**config.mk**
```make
export PLATFORM = sky130hd
export DESIGN_NAME = nibble_serial_add_ctrl
export DESIGN_NICKNAME = d
export VERILOG_FILES = /design/src/rtl/nibble_serial_add_ctrl.sv
export SDC_FILE = /design/constraint.sdc
export NUM_CORES = 1
export LEC_CHECK = 0
export CORE_ASPECT_RATIO = 0.7
export CORE_MARGIN = 4
export CORE_UTILIZATION = 53
export CTS_BUF_LIST = sky130_fd_sc_hd__clkbuf_8
export CTS_CLUSTER_SIZE = 8
export DETAILED_ROUTE_END_ITERATION = 7
export GPL_ROUTABILITY_DRIVEN = 0
export PLACE_DENSITY = 0.87
export SYNTH_ARGS = -nofsm -noshare
export SYNTH_HDL_FRONTEND = slang
export SYNTH_SLANG_ARGS = --single-unit
export TNS_END_PERCENT = 1
```
**constraint.sdc**
```tcl
create_clock -name clk -period 2.2 [get_ports clk]
set_clock_uncertainty 0.05 [all_clocks]
set_input_delay 0.22 -clock clk [delete_from_list [all_inputs] [get_ports clk]]
set_output_delay 0.22 -clock clk [all_outputs]
set_load 0.05 [all_outputs]
```
**src/rtl/nibble_serial_add_ctrl.sv**
```systemverilog
// Serial WIDTH-bit add/subtract sequencer driving one shared 4-bit adder slice,
// least-significant nibble first, one nibble per clock.
module nibble_serial_add_ctrl #(
    parameter int WIDTH = 16
) (
    input  logic             clk,
    input  logic             rst_n,
    input  logic             start,
    input  logic [WIDTH-1:0] op_a,
    input  logic [WIDTH-1:0] op_b,
    input  logic             op_cin,
    input  logic             sub,
    output logic             busy,
    output logic [3:0]       add_a,
    output logic [3:0]       add_b,
    output logic             add_cin,
    input  logic [3:0]       add_sum,
    input  logic             add_cout,
    output logic [WIDTH-1:0] result,
    output logic             cout,
    output logic             ovf,
    output logic             done
);

    localparam int NIBBLES = WIDTH / 4;
    localparam int IW      = $clog2(NIBBLES);
    localparam logic [IW-1:0] LAST_IDX = IW'(NIBBLES - 1);

    typedef enum logic [1:0] {IDLE, RUN, DONE} state_t;

    state_t           state;
    logic [WIDTH-1:0] a_reg;
    logic [WIDTH-1:0] b_reg;
    logic [WIDTH-1:0] work;
    logic [WIDTH-1:0] work_next;
    logic             carry;
    logic [IW-1:0]    idx;

    // Handshake: start is taken at a rising edge only in IDLE or DONE; busy is
    // high for exactly NIBBLES cycles afterwards, then done pulses for one
    // cycle with result/cout/ovf already valid. start during busy is dropped.
    assign busy = (state == RUN);

    always_comb begin
        work_next = work;
        work_next[4*idx +: 4] = add_sum;
    end

    // The slice sees only registered operands and carry, so add_cout never
    // loops back to add_cin within a cycle.
    always_comb begin
        add_a   = 4'h0;
        add_b   = 4'h0;
        add_cin = 1'b0;
        if (state == RUN) begin
            add_a   = a_reg[4*idx +: 4];
            add_b   = b_reg[4*idx +: 4];
            add_cin = carry;
        end
    end

    always_ff @(posedge clk or negedge rst_n) begin
        if (!rst_n) begin
            state  <= IDLE;
            a_reg  <= '0;
            b_reg  <= '0;
            work   <= '0;
            carry  <= 1'b0;
            idx    <= '0;
            result <= '0;
            cout   <= 1'b0;
            ovf    <= 1'b0;
            done   <= 1'b0;
        end else begin
            done <= 1'b0;
            case (state)
                IDLE, DONE: begin
                    if (start) begin
                        a_reg <= op_a;
                        b_reg <= sub ? ~op_b : op_b;
                        carry <= sub ? 1'b1 : op_cin;
                        idx   <= '0;
                        state <= RUN;
                    end else begin
                        state <= IDLE;
                    end
                end
                RUN: begin
                    work  <= work_next;
                    carry <= add_cout;
                    idx   <= idx + 1'b1;
                    if (idx == LAST_IDX) begin
                        // Signed overflow: operands agree in sign, sum does not.
                        state  <= DONE;
                        idx    <= '0;
                        result <= work_next;
                        cout   <= add_cout;
                        ovf    <= (a_reg[WIDTH-1] == b_reg[WIDTH-1]) &&
                                  (add_sum[3] != a_reg[WIDTH-1]);
                        done   <= 1'b1;
                    end
                end
                default: state <= IDLE;
            endcase
        end
    end

endmodule

```
==> results by stage <==
Run status:
- The flow ran to the end, and the final reports show no timing, DRC or antenna violations.

Power and ir drop:
- The clock share of power is 0.130.
- The share of total power dissipated in sequential elements is 0.335.
- The net switching fraction of the power is 0.436.
- The logic gate share of total power is 0.535.
- Dividing total power by cell area gives a power density of ~1600 nW/um^2.
- For this design the total switching power over the nets is approximately 3.0 mW.
- The largest voltage drop on the vdd net is ~0.84 mV.
- Overall power consumption after layout is estimated at roughly 6.8 mW.
- Internal power comes to a little under 4 mW.
- The analysis attributes to cell leakage a power of about 1.9 nW.

Yosys:
- Counting every net in the synthesized netlist gives roughly 340.
- The average instance in the mapped netlist occupies around 12 um^2.
- The total of warnings raised by yosys is 0.
- The post-synthesis share of cell area spent on xor and xnor gates is 0.0412.
- The post-synthesis cell type count is 35.
- The cell count after synthesis is ~290.
- Sorting the synthesized cells by area gives the leading types as sky130_fd_sc_hd__dfrtp_1, sky130_fd_sc_hd__mux2_2, sky130_fd_sc_hd__mux4_2, sky130_fd_sc_hd__nand2_1, sky130_fd_sc_hd__xnor2_1.
- The mux share of post-synthesis cell area is 0.107.
- The dominant combinational cell family by area after synthesis is simple AND/OR/NAND/NOR gates.
- The compound-gate portion of the synthesized area came to 0.115.
- In this run, synthesis inferred 0 flip-flops with an integrated enable.
- The most used flip-flop cell after synthesis is sky130_fd_sc_hd__dfrtp_1.
- The largest total area in the synthesized netlist belongs to sky130_fd_sc_hd__dfrtp_1.
- In the post-synthesis netlist, the cell with the most instances is sky130_fd_sc_hd__dfrtp_1.
- In the synthesized netlist, the cells that appear most often are sky130_fd_sc_hd__dfrtp_1, sky130_fd_sc_hd__nand2_1, sky130_fd_sc_hd__o21ai_0.
- The post-synthesis sequential element count is 72.
- The share of the synthesized area in the top cell type is 0.529.
- The area share of fa/ha/maj cells after synthesis is 0.0221.
- The share of async-settable or async-resettable flops after synthesis is 1.00.
- The cell area after synthesis is between 3000 and 4000 um^2.
- The sequential fraction of the synthesis area is 0.529.
- Of the total synthesized cell area, the portion taken by AND, OR, NAND and NOR gates is 0.142.

STA:
- The final-report max-slew violation count is 0.
- The share of the clock period used by the worst path after layout is 0.949.
- The peak clock frequency supported by timing is 479 MHz.
- The number of failing setup endpoints in the final timing report is 0.
- The shortest period the worst path allows is between 2 and 2.5 ns.
- Setup repair after global routing left no endpoint under its margin.
- For the pin with the worst max-slew slack, the measured transition is between 0.6 and 0.7 ns.
- The number of hold violations in the final report came to 0.
- The hold slack is about 0.36 ns.
- In the final timing run, aggregate negative setup slack is 0 ns.
- The relative max-transition margin is 0.592.

Global route:
- The initial antenna violation count was 0.
- The global-route wire length before repair is ~13000 um.
- Summed over all layers, the global routing overflow is 0.
- The number of global-route vias before repair is approximately 2500.
- Entering global routing, the biggest net connects 49 pins.
- The total routing usage reported by global routing is 0.210.

Floorplan:
- The initial utilization of the core area, before any placement, comes to 0.548.
- The standard-cell row count is 24.
- The floorplan step set the die width to just over 100 um.
- 71 I/O pins were placed.
- After floorplanning, the core was sized to cover 6220 um^2.
- The floorplan step defined a die boundary enclosing about 7800 um^2.
- Measured along the y axis, the die boundary spans approximately 75 um.

Clock network:
- The buffer depth of the longest clock path is 2.
- The clock tree from TritonCTS is built.
- Buffers inserted during clock tree synthesis total 9.
- The cell sitting at the root of the clock tree is a sky130_fd_sc_hd__clkbuf_8.
- Once the clock tree was built, the resizer swapped 0 gates to a different size.
- The sink count of the clock tree is just over 70.
- At the later pin of the worst-skew pair, clock insertion delay measures roughly 0.34 ns.
- The clock transition at the registers of the reported paths is around 0.070 ns.
- The H-tree depth is 3.

Critical path:
- The startpoint class of the critical path is a flip-flop.
- The type of destination of the critical path is an output port.
- The slowest stage of the critical path belongs to the cell sky130_fd_sc_hd__mux4_1.
- The largest single stage delay on the critical path is approximately 0.55 ns.
- The category of cells accounting for the largest share of critical-path delay is multiplexers.
- The required time reported for the critical path endpoint is 1.93 ns.
- The data arrival time of the critical path is 1.82 ns.
- The setup path with the least slack is of type reg2out.
- The count of buffer and inverter cells on the critical path is 2.
- Traced cell by cell, the critical path runs through buf_4 > mux4_1 > and2_1 > buf_4.
- The cell repeated most along the worst path is sky130_fd_sc_hd__buf_4.
- Of all nets on the critical path, the largest fanout is 10.

Finish:
- The area growth from synthesis to layout is 28.1%.
- The count of filler cells inserted in the layout is 442.
- The number of inserted diodes is 0.
- The share of cells above drive strength 1 is 0.173.
- Summing all non-filler instances in the final layout gives an area of roughly 4400 um^2.
- The final-stage net count is between 400 and 500.
- The count of cells in the finished layout, fillers not included, comes to 447.

Detailed routing:
- The detail route stage leaves a number of antenna-violating nets equal to 0.
- The final route contains 2538 vias.
- In the routed design, unresolved DRC markers number 0.
- The final routed wire length divided by cell count is around 17 um.
- The first routing iteration left 118 violations.
- The mean number of vias per cell is 5.68.
- The pre-antenna-repair detailed-routing pass consisted of 7 iterations.
- The aggregate routed wire length is 7490 um.

Job:
- Max-cap violations in this run came to 0.

Place:
- Input and output buffers added on the ports amount to 70.
- After detailed placement, the design holds a cell count of 430.
- The post-place instance area is between 4000 and 5000 um^2.
- The post-DP HPWL is ~5400 um.

Worst hold path:
- The class of the tightest hold or removal check is in2async.
## power groups by stage
stage | clock network (mW) | registers [mW] | logic (mW)
finish | 0.889 | 2.29 | 3.65
global route | 0.972 | 2.35 | 3.93
CTS | 0.904 | 2.29 | 3.67
detailed placement | 0 | 2.30 | 3.65
global placement | 0 | 2.28 | 3.57
floorplan | 0 | 2.72 | 2.11
## repair_timing
item / CTS / global route
endpoints found under the hold margin: 24 / 0
hold buffers: 1 / 0
buffers inserted: 0 / 0
## routing by layer
metal	global-route usage	up-vias	routed length, um	share of wire
met5	0	-	0	0
met2	0.343	101	3510	0.47
li1	-	1186	-	-
met4	0.0678	0	91	0.012
met1	0.273	1243	3300	0.44
met3	0.0694	8	585	0.078
## worst register-to-register path, delay by kind of cell (launching register included)
kind            cells  cell delay (ns)
compound gates      1             0.28
fa+ha+maj           1             0.45
buf+inv             1             0.10
flops               1             0.40
simple gates        2             0.42
## worst paths after layout
path / slack, ns / depth (start not counted) / start / to
worst min-delay path: 0.36 / 2 / rst_n / b_reg[4]
max in group asynchronous: 1.07 / 3 / rst_n / work[0]
worst max-delay path: 0.11 / 4 / idx[0] / add_a[3]
min in group clk: 0.39 / 3 / add_cout / cout
worst min register to register: 0.43 / 2 / b_reg[14] / b_reg[14]
worst max register to register: 0.39 / 5 / idx[1] / result[2]
## stage by stage
step                       util  setup WS [ns]
after floorplan               -          0.239
after global placement    0.673          0.488
after detailed placement  0.673          0.398
after CTS                 0.701         0.0952
after global routing      0.701        0.00980
final                     0.701          0.111
## cells in the final DEF, fill, tap and decap left out, drive strengths merged, types with 5 or more instances in the layout
master,count
dfrtp,72
clkdlybuf4s50,59
nand2,40
buf,22
o21ai,18
nor2,16
mux2,16
xnor2,16
and2,10
clkbuf,10
nand3b,10
a32o,9
inv,8
o211ai,8
mux4,8
o2bb2ai,7
ha,6
nand2b,6
nand4,5
## cell type report
type,instances,area (um^2),share of cell area
Tap cell,78,97.6,0.0224
Sequential cell,72,1800,0.413
Clock inverter,6,28.8,0.00660
Multi-Input combinational cell,193,1460,0.334
Clock buffer,10,138,0.0316
Inverter,6,22.5,0.00517
Timing Repair Buffer,82,813,0.187
## logic make-up (layout without fill, tap and decap cells)
logic type	count (synthesis)	count (layout)
AO/OA/AOI/OAI	54	54
XOR/XNOR	16	16
adder cells (fa/ha/maj)	6	6
buffers and inverters	26	104
flip-flops	72	72
multiplexers	24	24
AND/OR/NAND/NOR	93	93
(Power assumes the default switching activity.)
